===== config.mk =====
export PLATFORM = sky130hd
export DESIGN_NAME = word_bus_arbiter
export DESIGN_NICKNAME = d
export VERILOG_FILES = /design/src/rtl/word_bus_arbiter.sv
export SDC_FILE = /design/constraint.sdc
export NUM_CORES = 1
export LEC_CHECK = 0
export CAP_MARGIN = 0
export CORE_ASPECT_RATIO = 0.9
export CORE_MARGIN = 2
export CORE_UTILIZATION = 32
export DETAILED_ROUTE_END_ITERATION = 7
export HOLD_SLACK_MARGIN = 0.02
export MAX_ROUTING_LAYER = met4
export PLACE_DENSITY_LB_ADDON = 0.25
export RECOVER_POWER = 50
export SETUP_SLACK_MARGIN = 0.02
export SLEW_MARGIN = 30
export SYNTH_ARGS = -nofsm -noshare
export SYNTH_HDL_FRONTEND = slang
export SYNTH_SLANG_ARGS = --single-unit

===== constraint.sdc =====
create_clock -name i_clk -period 2.3 [get_ports i_clk]
set_clock_uncertainty 0.1 [all_clocks]
set_input_delay 0.23 -clock i_clk [delete_from_list [all_inputs] [get_ports i_clk]]
set_output_delay 0.23 -clock i_clk [all_outputs]
set_load 0.01 [all_outputs]

===== src/rtl/word_bus_arbiter.sv =====
// word_bus_arbiter: round-robin arbiter and sequencer for one shared word bus.
// Grants one of four requesters at a time, drives the mux select, forwards the
// granted word with a valid/ready handshake and bounds each grant to MAX_BURST
// transfers before rotating priority.
module word_bus_arbiter #(
    parameter int WIDTH     = 16,
    parameter int MAX_BURST = 4
) (
    input  logic             i_clk,
    input  logic             i_rst,
    input  logic [0:3]       i_req,
    input  logic [0:WIDTH-1] i_data0,
    input  logic [0:WIDTH-1] i_data1,
    input  logic [0:WIDTH-1] i_data2,
    input  logic [0:WIDTH-1] i_data3,
    input  logic             i_ready,
    output logic [0:3]       o_gnt,
    output logic [0:1]       o_sel,
    output logic [0:WIDTH-1] o_data,
    output logic             o_valid
);

    localparam logic [0:0] IDLE = 1'b0;
    localparam logic [0:0] BUSY = 1'b1;

    // Count value at which the next transfer closes the burst.
    localparam logic [3:0] LAST_BEAT = 4'(MAX_BURST - 1);

    logic [0:0] state;
    logic [1:0] owner;
    logic [1:0] ptr;
    logic [3:0] count;

    logic busy;
    logic any_req;
    logic xfer;
    logic release_grant;

    // First requester found scanning base, base+1, base+2, base+3 (mod 4).
    function automatic logic [1:0] pick(input logic [1:0] base, input logic [0:3] req);
        logic [1:0] idx;
        logic       found;
        pick  = base;
        found = 1'b0;
        for (int i = 0; i < 4; i++) begin
            idx = base + 2'(i);
            if (!found && req[idx]) begin
                pick  = idx;
                found = 1'b1;
            end
        end
    endfunction

    assign busy          = (state == BUSY);
    assign any_req       = |i_req;
    assign o_valid       = busy && i_req[owner];
    assign xfer          = o_valid && i_ready;
    // The owner lets go when it stops requesting or completes its last allowed beat.
    assign release_grant = busy && (!i_req[owner] || (xfer && count == LAST_BEAT));
    assign o_sel         = owner;

    // One-hot grant at the owner while busy, all zero when idle.
    always_comb begin
        // NOTE: every combinational output gets a default first so no path leaves it unassigned and infers a latch.
        o_gnt = 4'b0000;
        if (busy) o_gnt[owner] = 1'b1;
    end

    // Word multiplexer steered by the current (or last) owner.
    always_comb begin
        o_data = i_data0;
        case (owner)
            2'd1:    o_data = i_data1;
            2'd2:    o_data = i_data2;
            2'd3:    o_data = i_data3;
            default: o_data = i_data0;
        endcase
    end

    // Grant FSM: arbitration, burst counting and back-to-back handover.
    always_ff @(posedge i_clk or posedge i_rst) begin
        // NOTE: state registers use non-blocking assignments so every flop samples pre-edge values, matching the hardware.
        if (i_rst) begin
            state <= IDLE;
            owner <= 2'd0;
            ptr   <= 2'd0;
            count <= 4'd0;
        end else begin
            case (state)
                IDLE: begin
                    if (any_req) begin
                        owner <= pick(ptr, i_req);
                        count <= 4'd0;
                        state <= BUSY;
                    end
                end
                BUSY: begin
                    if (release_grant) begin
                        ptr <= owner + 2'd1;
                        if (any_req) begin
                            // A still-requesting owner is scanned last, so it only wins when alone.
                            owner <= pick(owner + 2'd1, i_req);
                            count <= 4'd0;
                        end else begin
                            state <= IDLE;
                        end
                    end else if (xfer) begin
                        count <= count + 4'd1;
                    end
                end
                default: state <= IDLE;
            endcase
        end
    end

endmodule


==> out/qor.yml <==
period_share: 0.9576
ys_seq_elements: 9
synth_top_area_cell: "dfrtp_1"
grt_pass1_vias: 1423
fin_crit_ns: 2.202
drive_gt1_frac: 0.1142
cellPowerDensity_mw_per_mm2: 1001
core_area_sq_mm: 0.003784
vias_per_cell: 5.123
synth_top_area_frac: 0.1742
place_congestion: 0.7932
cp_cell_sequence: "buf_4 -> ha_1 -> buf_4 -> a222oi_1 -> mux2i_1 -> dlygate4sd2_1"
cp_common_cell: "buf_4"
grt_first_pass_wirelength_um: 7258
initial_utilization: 0.3416
worst_skew_pair.late_latency_ns: 0.23
clock_sinks: 9
clk_pin_slew_ns: 0.04
leakage_nw: 1.043
drt_iter0_markers: 168
async_reset_ff_frac: 1.000
ys.flop_type: "dfrtp_1"
grt.total_usage: 0.1977
grt_antenna_before_repair: 0
cp_max_fo: 10
numCtsBuffers: 3
synth-edff-count: 0
seq_area_frac_synth: 0.1742
required_ns: 1.97
finalMaxSlewViolations: 0
tightestPinTransition_ns: 0.4028
slowest_stage: "dfrtp_1"
netlist_area_sq_mm: 0.001292
root_buffer: "clkbuf_8"
end_kind: "primary output"
fin_area_sq_mm: 0.002332
firstDrtPassIters: 8
yosysWarningCount: 0
setup_slack_ns: 0.09755
synthCells: 155
critical_path_class: "reg -> out"
dp_hpwl_um: 3667
placementRows: 21
hold_viol_final: 0
tritoncts: "yes"
slew_headroom: 0.7245
fill_cells: 350
ant_nets: 0
ys_top_cells_by_area: "dfrtp_1 (17%), mux2i_1 (15%), a222oi_1 (12%), inv_1 (6.7%), ha_1 (5.8%)"
antenna_cells: 0
syn_avg_cell_area_sq_um: 8.339
finalSetupTns_ns: 0
die_area_sq_mm: 0.004564
rsz0062_at_grt: "yes"
synth-adder-area-share: 0.05808
drc: 2
yosys.area_share.simple: 0.1926
hold_class: "in -> async"
yosys-mux-area-fraction: 0.1646
synth_cell_types: 41
synth_top_family_by_area: "compound AO/OA/AOI/OAI gates"
holdBufCountCts: 0
syn2layout_area_growth_pct: 80.45
worstSetupStartpointType: "flip-flop"
drt-total-wl_um: 4455
final_util: 0.6164
grt_max_degree: 18
via_count: 1537
nets: 332
synth-compound-area-share: 0.2643
maxCapViolCount: 0
failed_checks: "design-rule violations"
syn-num-nets: 232
die_h_um: 64.29
hold_ws_ns: 0.2945
yosys-top-cells-count: "inv_1 (23), mux2i_1 (19), a222oi_1 (16)"
yosysMostFrequentCell: "inv_1"
crit_path_max_incr_delay_ns: 0.41
synth-xor-area-share: 0
reg2regPathDepth: 8
pin_count: 94
dpl_cell_area_sq_mm: 0.002296
fmax_mhz: 454.0
overflow: 0
pre_cts_ws_ns: 0.09218
dieWidth_um: 70.99
status: "complete, but fails checks"
finalSetupViolCount: 0
crit_arrival_ns: 1.87
ir_drop_v: 0.0007799
routedWlPerCell_um: 14.85
clockBufferDepth: 2
h-tree-depth: 1
port_buffers: 93
-- final timing paths --
kind	slack (ns)	endpoint	startpoint
worst min-delay path	0.29	ptr[0]$_DFFE_PP0P_	i_rst
worst max-delay path	0.1	o_data[7]	o_sel[1]$_DFFE_PP0P_
max in group asynchronous	1.54	o_sel[0]$_DFFE_PP0P_	i_rst
min in group i_clk	0.42	count[1]$_DFFE_PP0P_	count[1]$_DFFE_PP0P_
worst max register to register	0.20	o_sel[1]$_DFFE_PP0P_	o_sel[1]$_DFFE_PP0P_
worst min register to register	0.42	count[1]$_DFFE_PP0P_	count[1]$_DFFE_PP0P_
-- layer usage --
metal / up-vias / wire length (um) / GRT usage
met5: - / 0 / -
met4: 0 / 23 / 0.01415
met3: 6 / 348 / 0.02839
met2: 74 / 2113 / 0.3224
met1: 676 / 1969 / 0.2724
li1: 781 / - / -
-- what timing repair did --
| item | in CTS | in global routing |
|---|---|---|
| resized for setup | 17 | 8 |
| gates cloned | 0 | 0 |
| pin swaps | 0 | 7 |
| endpoints found under the setup margin | 16 | 16 |
| setup buffers | 0 | 2 |
-- logic make-up after synthesis --
logic type                 after synthesis
buffers and inverters                   37
AOI/OAI and AO/OA                       44
muxes                                   21
and+or+nand+nor                         38
adders and majority gates                6
DFF                                      9
-- sequential cells by signal, indices dropped and copies added, names as in the netlist --
name / flops
count: 4
o_sel: 2
ptr: 2
busy: 1
-- worst max-delay path: cells and delay by family, from the launching register on --
kind                       cells  cell delay [ns]
muxes                          1             0.11
buffers and inverters          3             0.62
DFF                            1             0.41
adders and majority gates      1             0.19
AOI/OAI and AO/OA              1             0.31
-- power breakdown --
| part | switching, W | internal (W) | total [W] |
|---|---|---|---|
| clock network | 0.0000568 | 0.000120 | 0.000177 |
| logic | 0.000877 | 0.000995 | 0.00187 |
| registers | 0.0000678 | 0.000217 | 0.000285 |
| total | 0.00100 | 0.00133 | 0.00233 |
-- through the flow --
step,std cells,power (W)
6_report,300,0.002334
2_1_floorplan,155,0.001363
5_1_grt,300,0.002528
3_3_place_gp,294,0.002292
4_1_cts,298,0.002345
3_5_place_dp,294,0.002306
-- placed cells by master, fill, tap and decap left out, types with 2 or more instances in the layout --
master            n
a2bb2oi_1         2
nor2b_1           2
o22ai_1           2
nor3b_1           3
mux2_2            2
clkdlybuf4s50_1  71
buf_4            13
clkbuf_8          3
nand2b_1          5
nand2_1           4
dfrtp_1           8
and2_1            4
a222oi_1         16
o21ai_0           7
clkdlybuf4s15_1   2
inv_2             2
mux2i_1          19
ha_1              6
clkbuf_1          2
nor2_1            8
nand3_1           2
inv_1            21
dlygate4sd2_1    13
dlygate4sd3_1     5
a21oi_1           9
-- layout make-up --
| class | count | area [sq um] | share of cell area |
|---|---|---|---|
| repair buffers | 109 | 1045 | 0.4480 |
| multi-input cells | 109 | 872.1 | 0.3739 |
| flip-flops and latches | 9 | 226.5 | 0.09710 |
| inverters | 23 | 86.33 | 0.03702 |
| well taps | 46 | 57.56 | 0.02468 |
| clock buffers | 4 | 45.04 | 0.01931 |
Power figures use the tool's default switching activity.
==> RTL edit (same flow settings) <==
The parameter `WIDTH` goes from 16 to 12.
--- a/src/rtl/word_bus_arbiter.sv
+++ b/src/rtl/word_bus_arbiter.sv
@@ -3,7 +3,7 @@
 // granted word with a valid/ready handshake and bounds each grant to MAX_BURST
 // transfers before rotating priority.
 module word_bus_arbiter #(
-    parameter int WIDTH     = 16,
+    parameter int WIDTH     = 12,
     parameter int MAX_BURST = 4
 ) (
     input  logic             i_clk,
Ports: changed (5 resized); port bits go from 94 to 74. No check against the original RTL was run, so the function may have changed too.
==> RTL edit against the original RTL <==
Final area is 13% lower; global-route usage shrank 0.69 points; combinational power fell by 11%; wire length is 13% lower; worst setup slack better by 0.031 ns; critical path type unchanged; count of clock-buffer cells in the layout unchanged; highest routed layer unchanged; synthesized area shrank 9.1%; power is 8.5% lower; largest power group unchanged; sequential cell count unchanged; cell count decreased by 12%.
==> RTL edit: results (changes against the original RTL) <==
[outcome]
outcome = finished, final reports clean

[logic_synthesis]
synth_common_cells = inv_1, mux2i_1, a222oi_1, a21oi_1, dfrtp_1
synth_area_leaders = dfrtp_1, mux2i_1, a222oi_1
synth_seq_area_share_pct = 19.2  ; +1.7 points
synth-main-ff-cell = dfrtp_1
yosysWarnings = 0  ; unchanged
syn-num-nets = 200  ; -14%
ys_types = 41  ; unchanged
postSynth.asyncResetShare_pct = 100  ; unchanged

[power_and_ir_drop]
ir_drop_v = 0.000537  ; -31%
power_switching_w = 0.000904  ; -9.8%
cellLeakagePower_nw = 0.897  ; -14%

[cts]
clkTransAtPathRegs_ns = 0.04  ; about the same
htreeDepth = 1  ; unchanged
root_buffer = clkbuf_8
clkLatencyLatePin_ns = 0.23  ; about the same
cts.path.max_buffers = 2  ; unchanged
cts_buffers = 3  ; unchanged

[worst_setup_path]
arrival_ns = 1.84  ; -0.03 ns
ff2ff_path_depth = 7  ; -1
reg2reg_slack_ns = 0.21
cpLargestDelayFamily = buffers and inverters
r2r-start = o_sel[1]
r2r_end = o_sel[1]
cp_slowest_cell = dfrtp_2
critPathMaxStageDelay_ns = 0.42
crit_fanout = 13  ; +3

[worst_hold_path]
hold_path.class = primary input to async pin

[final_layout]
nets = 283  ; -15%
largest_reg_flops = 4  ; unchanged
regMostFlops = count
drive_gt1_share_pct = 14.0  ; +2.6 points
num_antenna_cells = 0  ; unchanged
fillers = 304  ; -13%

[place]
placed_area_um2 = 1980  ; -14%
gp_congestion = 0.792  ; -0.18%
portBuffers = 73  ; -22%
dpl.hpwl_um = 3110  ; -15%

[grt]
grtUsageTotal_pct = 19.1  ; -0.69 points
grt_antenna_before_repair = 0  ; unchanged
grt_pass1_vias = 1344  ; -5.6%
grt_max_degree = 14  ; -4
grt_pass1_wl_um = 6000  ; -17%

[timing]
maxSlewHeadroom_pct = 44.9  ; -28 points

[detailed_routing]
dr.pass1.iters = 8  ; unchanged
routed_wirelength_um = 3890  ; -13%
drt_iter0_markers = 99  ; -41%
viasPerCell = 5.23  ; +2.0%

==> RTL edit: cell count changes after synthesis, sizes merged <==
| cell | unedited run | this run |
|---|---|---|
| a222oi | 16 | 12 |
| buf | 4 | 5 |
| clkbuf | 10 | 5 |
| inv | 23 | 19 |
| mux2i | 19 | 15 |
==> RTL edit: how the worst max path moves through the flow <==
stage / start / to / slack [ns]
after global routing: o_sel[0] / o_data[6] / 0.02
after global placement: o_sel[1] / o_data[10] / 0.15
after detailed placement: o_sel[0] / o_data[8] / 0.01
final: o_sel[0] / o_data[6] / 0.13
after floorplan: o_sel[1] / o_sel[1] / 0.05
after CTS: o_sel[0] / o_data[8] / 0.04
==> RTL edit: cell type report <==
class | instances | area [um^2] | area share, %
clock buffers | 4 | 45.0 | 2.21
repair buffers | 88 | 836 | 41.1
flip-flops and latches | 9 | 228 | 11.2
inverters | 19 | 71.3 | 3.50
well taps | 44 | 55.1 | 2.70
multi-input cells | 101 | 801 | 39.3
==> RTL edit: cells by family after synthesis <==
| logic type | count (synthesis) | synth area share (%) |
|---|---|---|
| flip-flops | 9 | 19.2 |
| adder cells (fa/ha/maj) | 6 | 6.39 |
| multiplexers | 17 | 14.7 |
| AO/OA/AOI/OAI | 40 | 25.7 |
| buffers and inverters | 29 | 12.9 |
| AND/OR/NAND/NOR | 38 | 21.2 |
==> RTL edit: per-stage QoR <==
stage	hold WS (ns)	cells	worst slack, ns
2_1_floorplan	-0.0421	139	0.0502
4_1_cts	0.163	263	0.0439
3_5_place_dp	0.409	258	0.0112
6_report	0.292	265	0.128
5_1_grt	0.338	265	0.0250
3_3_place_gp	0.403	258	0.148
==> RTL edit: timing repair <==
item / in CTS / in global routing
pin swaps: 2 / 3
hold endpoints to repair: 0 / 0
setup endpoints to repair: 13 / 9
cloned: 0 / 0
setup buffers: 1 / 2
hold buffers: 0 / 0
gates resized for setup: 18 / 3
==> RTL edit: routing by layer <==
layer / track usage [%] / share of wire, % / wire [um] / vias up
li1: - / - / - / 681
met1: 20.8 / 37 / 1440 / 626
met3: 6.22 / 12 / 456 / 11
met4: 5.43 / 1.7 / 66 / 0
met5: - / 0 / 0 / -
met2: 33.5 / 50 / 1930 / 67
==> RTL edit: power by group through the flow <==
stage                     Combinational, W  Clock [W]  Sequential, W
after floorplan                   0.000931          0       0.000283
after CTS                          0.00166   0.000184       0.000287
final                              0.00167   0.000178       0.000291
after detailed placement           0.00173          0       0.000286
after global routing               0.00183   0.000198       0.000301
after global placement             0.00168          0       0.000281
